$ cat src/rtl/prog_mem_loadable_if.sv
// Fetch-side read port and burst loader port of the loadable program memory.
// Loader handshake: a word moves on a rising edge where ld_valid_i && ld_ready_o.
interface prog_mem_loadable_if #(
    parameter int ADDR_W = 8,
    parameter int DATA_W = 8
);
    logic              rd_en_i;
    logic [ADDR_W-1:0] rd_addr_i;
    logic [DATA_W-1:0] rd_data_o;
    logic              rd_valid_o;
    logic              ld_start_i;
    logic [ADDR_W-1:0] ld_base_i;
    logic [ADDR_W:0]   ld_count_i;
    logic              ld_valid_i;
    logic [DATA_W-1:0] ld_data_i;
    logic              ld_ready_o;
    logic              ld_busy_o;
    logic              ld_done_o;
    logic              ld_err_o;

    modport master (
        output rd_en_i, rd_addr_i, ld_start_i, ld_base_i, ld_count_i, ld_valid_i, ld_data_i,
        input  rd_data_o, rd_valid_o, ld_ready_o, ld_busy_o, ld_done_o, ld_err_o
    );

    modport slave (
        input  rd_en_i, rd_addr_i, ld_start_i, ld_base_i, ld_count_i, ld_valid_i, ld_data_i,
        output rd_data_o, rd_valid_o, ld_ready_o, ld_busy_o, ld_done_o, ld_err_o
    );
endinterface

$ cat src/rtl/prog_mem_loadable.sv
// Program memory with a 1-cycle registered fetch port and a burst loader.
// Never-written words read as DEFAULT_WORD via a per-word written flag.
module prog_mem_loadable #(
    parameter int                 DATA_W       = 8,
    parameter int                 ADDR_W       = 8,
    parameter logic [DATA_W-1:0]  DEFAULT_WORD = 8'hFF
) (
    input  logic                clk_i,
    input  logic                rst_n_i,
    prog_mem_loadable_if.slave  bus,
    output logic [1:0]          dbg_state
);
    localparam int DEPTH = 2 ** ADDR_W;
    // One spare bit so base+count never wraps, even for count > DEPTH.
    localparam int SUM_W = ADDR_W + 2;

    localparam logic [1:0] ST_IDLE = 2'd0;
    localparam logic [1:0] ST_LOAD = 2'd1;
    localparam logic [1:0] ST_DONE = 2'd2;

    logic [DATA_W-1:0] mem [DEPTH];
    logic [DEPTH-1:0]  written;
    logic [1:0]        state;
    logic [ADDR_W-1:0] ptr;
    logic [ADDR_W:0]   remaining;
    logic [DATA_W-1:0] rd_data;
    logic              rd_valid;
    logic              ld_err;
    logic              wr_en;
    logic [SUM_W-1:0]  end_addr;
    logic              start_ok;

    assign end_addr = SUM_W'(bus.ld_base_i) + SUM_W'(bus.ld_count_i);
    assign start_ok = (bus.ld_count_i != '0) && (end_addr <= SUM_W'(DEPTH));
    assign wr_en    = (state == ST_LOAD) && bus.ld_valid_i;

    // Word storage carries no reset; the written flags make stale contents invisible.
    always_ff @(posedge clk_i) begin
        if (wr_en) begin
            mem[ptr] <= bus.ld_data_i;
        end
    end

    always_ff @(posedge clk_i or negedge rst_n_i) begin
        if (!rst_n_i) begin
            written <= '0;
        end else if (wr_en) begin
            written[ptr] <= 1'b1;
        end
    end

    // Read-first: mem/written update on the same edge, so a colliding read sees the old word.
    always_ff @(posedge clk_i or negedge rst_n_i) begin
        if (!rst_n_i) begin
            rd_data  <= '0;
            rd_valid <= 1'b0;
        end else begin
            rd_valid <= bus.rd_en_i;
            if (bus.rd_en_i) begin
                rd_data <= written[bus.rd_addr_i] ? mem[bus.rd_addr_i] : DEFAULT_WORD;
            end
        end
    end

    always_ff @(posedge clk_i or negedge rst_n_i) begin
        if (!rst_n_i) begin
            state     <= ST_IDLE;
            ptr       <= '0;
            remaining <= '0;
            ld_err    <= 1'b0;
        end else begin
            ld_err <= 1'b0;
            case (state)
                ST_IDLE: begin
                    if (bus.ld_start_i) begin
                        if (start_ok) begin
                            ptr       <= bus.ld_base_i;
                            remaining <= bus.ld_count_i;
                            state     <= ST_LOAD;
                        end else begin
                            ld_err <= 1'b1;
                        end
                    end
                end
                ST_LOAD: begin
                    if (bus.ld_valid_i) begin
                        ptr       <= ptr + ADDR_W'(1);
                        remaining <= remaining - (ADDR_W + 1)'(1);
                        if (remaining == (ADDR_W + 1)'(1)) begin
                            state <= ST_DONE;
                        end
                    end
                end
                ST_DONE: state <= ST_IDLE;
                default: state <= ST_IDLE;
            endcase
        end
    end

    assign bus.rd_data_o  = rd_data;
    assign bus.rd_valid_o = rd_valid;
    assign bus.ld_ready_o = (state == ST_LOAD);
    assign bus.ld_busy_o  = (state != ST_IDLE);
    assign bus.ld_done_o  = (state == ST_DONE);
    assign bus.ld_err_o   = ld_err;
    assign dbg_state      = state;
endmodule
$ cat src/flat_wrapper.sv
// flat-port wrapper written by rule: the top's interface ports become plain ports
module prog_mem_loadable_flat 
#(
    parameter int                 DATA_W       = 8,
    parameter int                 ADDR_W       = 8,
    parameter logic [DATA_W-1:0]  DEFAULT_WORD = 8'hFF
)
  (clk_i, rst_n_i, dbg_state, bus_rd_en_i, bus_rd_addr_i, bus_ld_start_i, bus_ld_base_i, bus_ld_count_i, bus_ld_valid_i, bus_ld_data_i, bus_rd_data_o, bus_rd_valid_o, bus_ld_ready_o, bus_ld_busy_o, bus_ld_done_o, bus_ld_err_o);
  prog_mem_loadable_if #(.ADDR_W(ADDR_W), .DATA_W(DATA_W)) bus_i ();
  input  logic clk_i;
  input  logic rst_n_i;
  output logic [1:0] dbg_state;
  input wire logic [$bits(bus_i.rd_en_i)-1:0] bus_rd_en_i;
  input wire logic [$bits(bus_i.rd_addr_i)-1:0] bus_rd_addr_i;
  input wire logic [$bits(bus_i.ld_start_i)-1:0] bus_ld_start_i;
  input wire logic [$bits(bus_i.ld_base_i)-1:0] bus_ld_base_i;
  input wire logic [$bits(bus_i.ld_count_i)-1:0] bus_ld_count_i;
  input wire logic [$bits(bus_i.ld_valid_i)-1:0] bus_ld_valid_i;
  input wire logic [$bits(bus_i.ld_data_i)-1:0] bus_ld_data_i;
  output wire logic [$bits(bus_i.rd_data_o)-1:0] bus_rd_data_o;
  output wire logic [$bits(bus_i.rd_valid_o)-1:0] bus_rd_valid_o;
  output wire logic [$bits(bus_i.ld_ready_o)-1:0] bus_ld_ready_o;
  output wire logic [$bits(bus_i.ld_busy_o)-1:0] bus_ld_busy_o;
  output wire logic [$bits(bus_i.ld_done_o)-1:0] bus_ld_done_o;
  output wire logic [$bits(bus_i.ld_err_o)-1:0] bus_ld_err_o;
  assign bus_i.rd_en_i = bus_rd_en_i;
  assign bus_i.rd_addr_i = bus_rd_addr_i;
  assign bus_i.ld_start_i = bus_ld_start_i;
  assign bus_i.ld_base_i = bus_ld_base_i;
  assign bus_i.ld_count_i = bus_ld_count_i;
  assign bus_i.ld_valid_i = bus_ld_valid_i;
  assign bus_i.ld_data_i = bus_ld_data_i;
  assign bus_rd_data_o = bus_i.rd_data_o;
  assign bus_rd_valid_o = bus_i.rd_valid_o;
  assign bus_ld_ready_o = bus_i.ld_ready_o;
  assign bus_ld_busy_o = bus_i.ld_busy_o;
  assign bus_ld_done_o = bus_i.ld_done_o;
  assign bus_ld_err_o = bus_i.ld_err_o;
  prog_mem_loadable #(.DATA_W(DATA_W), .ADDR_W(ADDR_W), .DEFAULT_WORD(DEFAULT_WORD)) u_core (.clk_i(clk_i), .rst_n_i(rst_n_i), .bus(bus_i), .dbg_state(dbg_state));
endmodule
$ cat config.mk
export PLATFORM = sky130hd
export DESIGN_NAME = prog_mem_loadable_flat
export DESIGN_NICKNAME = d
export VERILOG_FILES = /design/src/rtl/prog_mem_loadable_if.sv /design/src/rtl/prog_mem_loadable.sv /design/src/flat_wrapper.sv
export SDC_FILE = /design/constraint.sdc
export NUM_CORES = 2
export LEC_CHECK = 0
export ABC_AREA = 1
export ABC_CLOCK_PERIOD_IN_PS = 3200
export CAP_MARGIN = 20
export CORE_MARGIN = 1
export CORE_UTILIZATION = 32
export DETAILED_ROUTE_END_ITERATION = 6
export MAX_ROUTING_LAYER = met4
export PLACE_DENSITY_LB_ADDON = 0.05
export SETUP_SLACK_MARGIN = 0.4
export SYNTH_ARGS = -nofsm -noshare
export SYNTH_HDL_FRONTEND = slang
export SYNTH_SLANG_ARGS = --single-unit
$ cat constraint.sdc
create_clock -name clk_i -period 3.2 [get_ports clk_i]
set_clock_uncertainty 0.15 [all_clocks]
set_input_delay 0.96 -clock clk_i [delete_from_list [all_inputs] [get_ports clk_i]]
set_output_delay 0.96 -clock clk_i [all_outputs]
set_load 0.1 [all_outputs]
==> results.toml <==
[clock_tree]
clkSinkCount = 2333
cts_made_buffers = 277
clk_latency_ns = 0.89
path_clk_slew_ns = 0.05
cts-root-buf = "clkbuf_16"
htree_levels = 5
cts_buffer_depth = 4
cts_tree = "yes"

[grt]
grt_max_degree = 74
grt_use_total_pct = 22.5
antenna_found_initial = 22
grt_pass1_wl_um = 479000
grt_pass1_vias = 65700
grt-ovfl-total = 0

[floorplanning]
die_w_um = 548
io_pins = 53
placementRows = 200
die_y_um = 548
dieArea_mm2 = 0.301
coreArea_mm2 = 0.297
start_util_pct = 32.2

[routing]
ant_nets = 0
drc_errors = 0
viasPerCell = 5.01
drtIter0Drc = 5846
drt_pass1_iterations = 5
routed_wl_um = 334000
vias = 66200
wl_per_cell_um = 25.3

[critical_path]
worstPathArrival_ns = 1.71
crit_family = "flip-flops"
critPathLaunchType = "register"
path_cells = "nor2_4, buf_6, buf_12"
rrSetupSlack_ns = 0.69
crit_type = "reg -> out"
worst-path-buf-inv = 2
critPathMaxFanout = 5
slowest_stage = "dfrtp_2"
worst_ep_required_time_ns = 2.09
end_kind = "output port"
critPathMaxStageDelay_ns = 0.45

[logic_synthesis]
yosys_warnings = 0
synthesis.instances = 8310
syn-cell-area_mm2 = 0.0955
yosys_register_bits = 2333
postSynthAreaPerCell_um2 = 11.5
yosysTopAreaCell = "edfxtp_1"
synth_commonest_cells = "2,455 x nand2_1, 2,315 x nand3_1, 2,048 x edfxtp_1"
synth_edf_count = 2048
synth_area_leaders = "edfxtp_1 64%, nand3_1 12%, nand2_1 9.6%"
syn_nets = 8363
yosysUniqueCellTypes = 36
yosysMostFrequentCell = "nand2_1"
synth-async-reset-ratio_pct = 12.2
ys.flop_type = "edfxtp_1"
ys_seq_area_share_pct = 71.9
synth_top_cell_area_share_pct = 64.4

[timing]
fin_crit_sh_pct = 88.2
min_period_ns = 2.82
slew_viol_final = 0
worst_slack_ns = 0.377
hold_viol = 0
fmax_mhz = 354
rsz0062_at_grt = "true"
maxSlewHeadroom_pct = 40.3
setup_viol = 0
worstMarginPinSlew_ns = 0.892

[pwr]
leakagePower_nw = 44.8
power.density_mw_per_mm2 = 625
ir_drop_mv = 0.402
finalPower_mw = 73.5

[cells_and_area]
seqCellArea_mm2 = 0.0686
area_delta_synth_final_pct = 23.0
final_cell_area_mm2 = 0.118
multi_input_comb_area_mm2 = 0.0241
post-route-util_pct = 39.6
nNetsFinal = 9109
drive_above_1_share_pct = 18.1
fill_cells = 28600

[placed_design]
numPortBuffers = 52
dp_hpwl_um = 213000
dp_slack_ns = -0.509
globalplace.congestion = 0.854
dpl_cell_area_mm2 = 0.108

[job]
maxCapViolCount = 0

[status]
run_status = "complete, no violations"

[hold_path]
hp-class = "reg -> reg"
## through the flow
step / hold slack (ns) / cells / setup TNS [ns]
6_report: 0.313 / 13200 / 0
2_1_floorplan: 0.289 / 8310 / 0
5_1_grt: 0.285 / 13200 / 0
3_3_place_gp: 0.297 / 12700 / -41.43
3_5_place_dp: 0.301 / 12700 / -29.65
4_1_cts: 0.246 / 13200 / 0
## layout make-up
type | instances | area share (%)
Tap cell | 3939 | 4.19
Timing Repair Buffer | 1009 | 9.14
Sequential cell | 2333 | 58.4
Multi-Input combinational cell | 5388 | 20.5
Inverter | 47 | 0.202
Clock buffer | 384 | 6.62
Antenna cell | 6 | 0.0128
Clock inverter | 117 | 0.870
## layout by cell type (no fill, tap or decap), types with 3 or more instances in the layout
cell type,n
nand2_1,2441
nand2_2,14
nor2_1,291
clkinv_8,5
dfrtp_2,10
a31oi_1,3
buf_6,6
buf_4,736
clkbuf_16,292
clkinv_1,45
bufinv_16,13
clkbuf_8,27
a21oi_1,12
nand3_2,6
buf_12,213
diode_2,6
xor2_1,5
edfxtp_1,2048
clkbuf_1,72
clkinvlp_4,4
o31ai_1,3
dfrtp_1,275
clkdlybuf4s50_1,21
inv_16,4
or2_2,256
ha_1,13
clkinv_2,42
clkinv_4,3
nor3_1,6
o21ai_0,10
nand3_1,2309
buf_8,13
inv_6,8
inv_1,36
buf_16,10
## layer usage
metal  track usage, %  share of wire, %  wire length, um
met1             31.1                46           154000
met2             35.4                47           156000
met3             2.48               4.6            15400
met4             5.25               2.5             8220
met5                -                 0                0
## report_power, final
group	internal [mW]	total (mW)	switching (mW)
clock	18.1	30.9	12.9
combinational	2.70	8.12	5.43
sequential	33.9	34.4	0.515
## cell families (layout without fill, tap and decap cells)
group,Yosys count,in the layout,synth area share (%)
other,0,6,0
AND/OR/NAND/NOR,5331,5331,24.7
AO/OA/AOI/OAI,36,36,0.220
flip-flops,2333,2333,71.9
XOR/XNOR,6,6,0.0550
buffers and inverters,589,1557,2.97
adder cells (fa/ha/maj),15,15,0.204
## flip-flops by register name, indices dropped and copies added (netlist names)
register               flops
u_core.bus.ld_err_o        1
u_core.bus.rd_data_o       8
u_core.bus.rd_valid_o      1
u_core.dbg_state           2
u_core.mem              2048
u_core.ptr                 8
u_core.remaining           9
u_core.written           256
## worst register-to-register path: cells and delay by family, from the launching register on
family	cells	cell delay [ns]
buffers and inverters	3	0.53
DFF	1	0.43
and+or+nand+nor	3	1.12
## final timing paths
check | from | to | cells after the start
setup reg to reg | u_core.ptr[7]$_DFFE_PN0P_ | u_core.mem[167][7]$_DFFE_PP_ | 6
hold / removal | u_core.written[52]$_DFFE_PN0P_ | u_core.written[52]$_DFFE_PN0P_ | 1
max in group asynchronous | rst_n_i | u_core.written[60]$_DFFE_PN0P_ | 4
setup / recovery | u_core.dbg_state[1]$_DFFE_PN0P_ | bus_ld_ready_o | 3
min in group asynchronous | rst_n_i | u_core.remaining[7]$_DFFE_PN0P_ | 2
hold reg to reg | u_core.written[52]$_DFFE_PN0P_ | u_core.written[52]$_DFFE_PN0P_ | 1
## timing repair
action                     in CTS  in global routing
gates cloned                    0                  7
setup endpoints to repair      11                 30
buffers inserted                3                  3
hold endpoints to repair       31                  0
resized for setup              43                 23
pin swaps                       2                  2
hold buffers                    1                  0
Power figures use the tool's default switching activity.
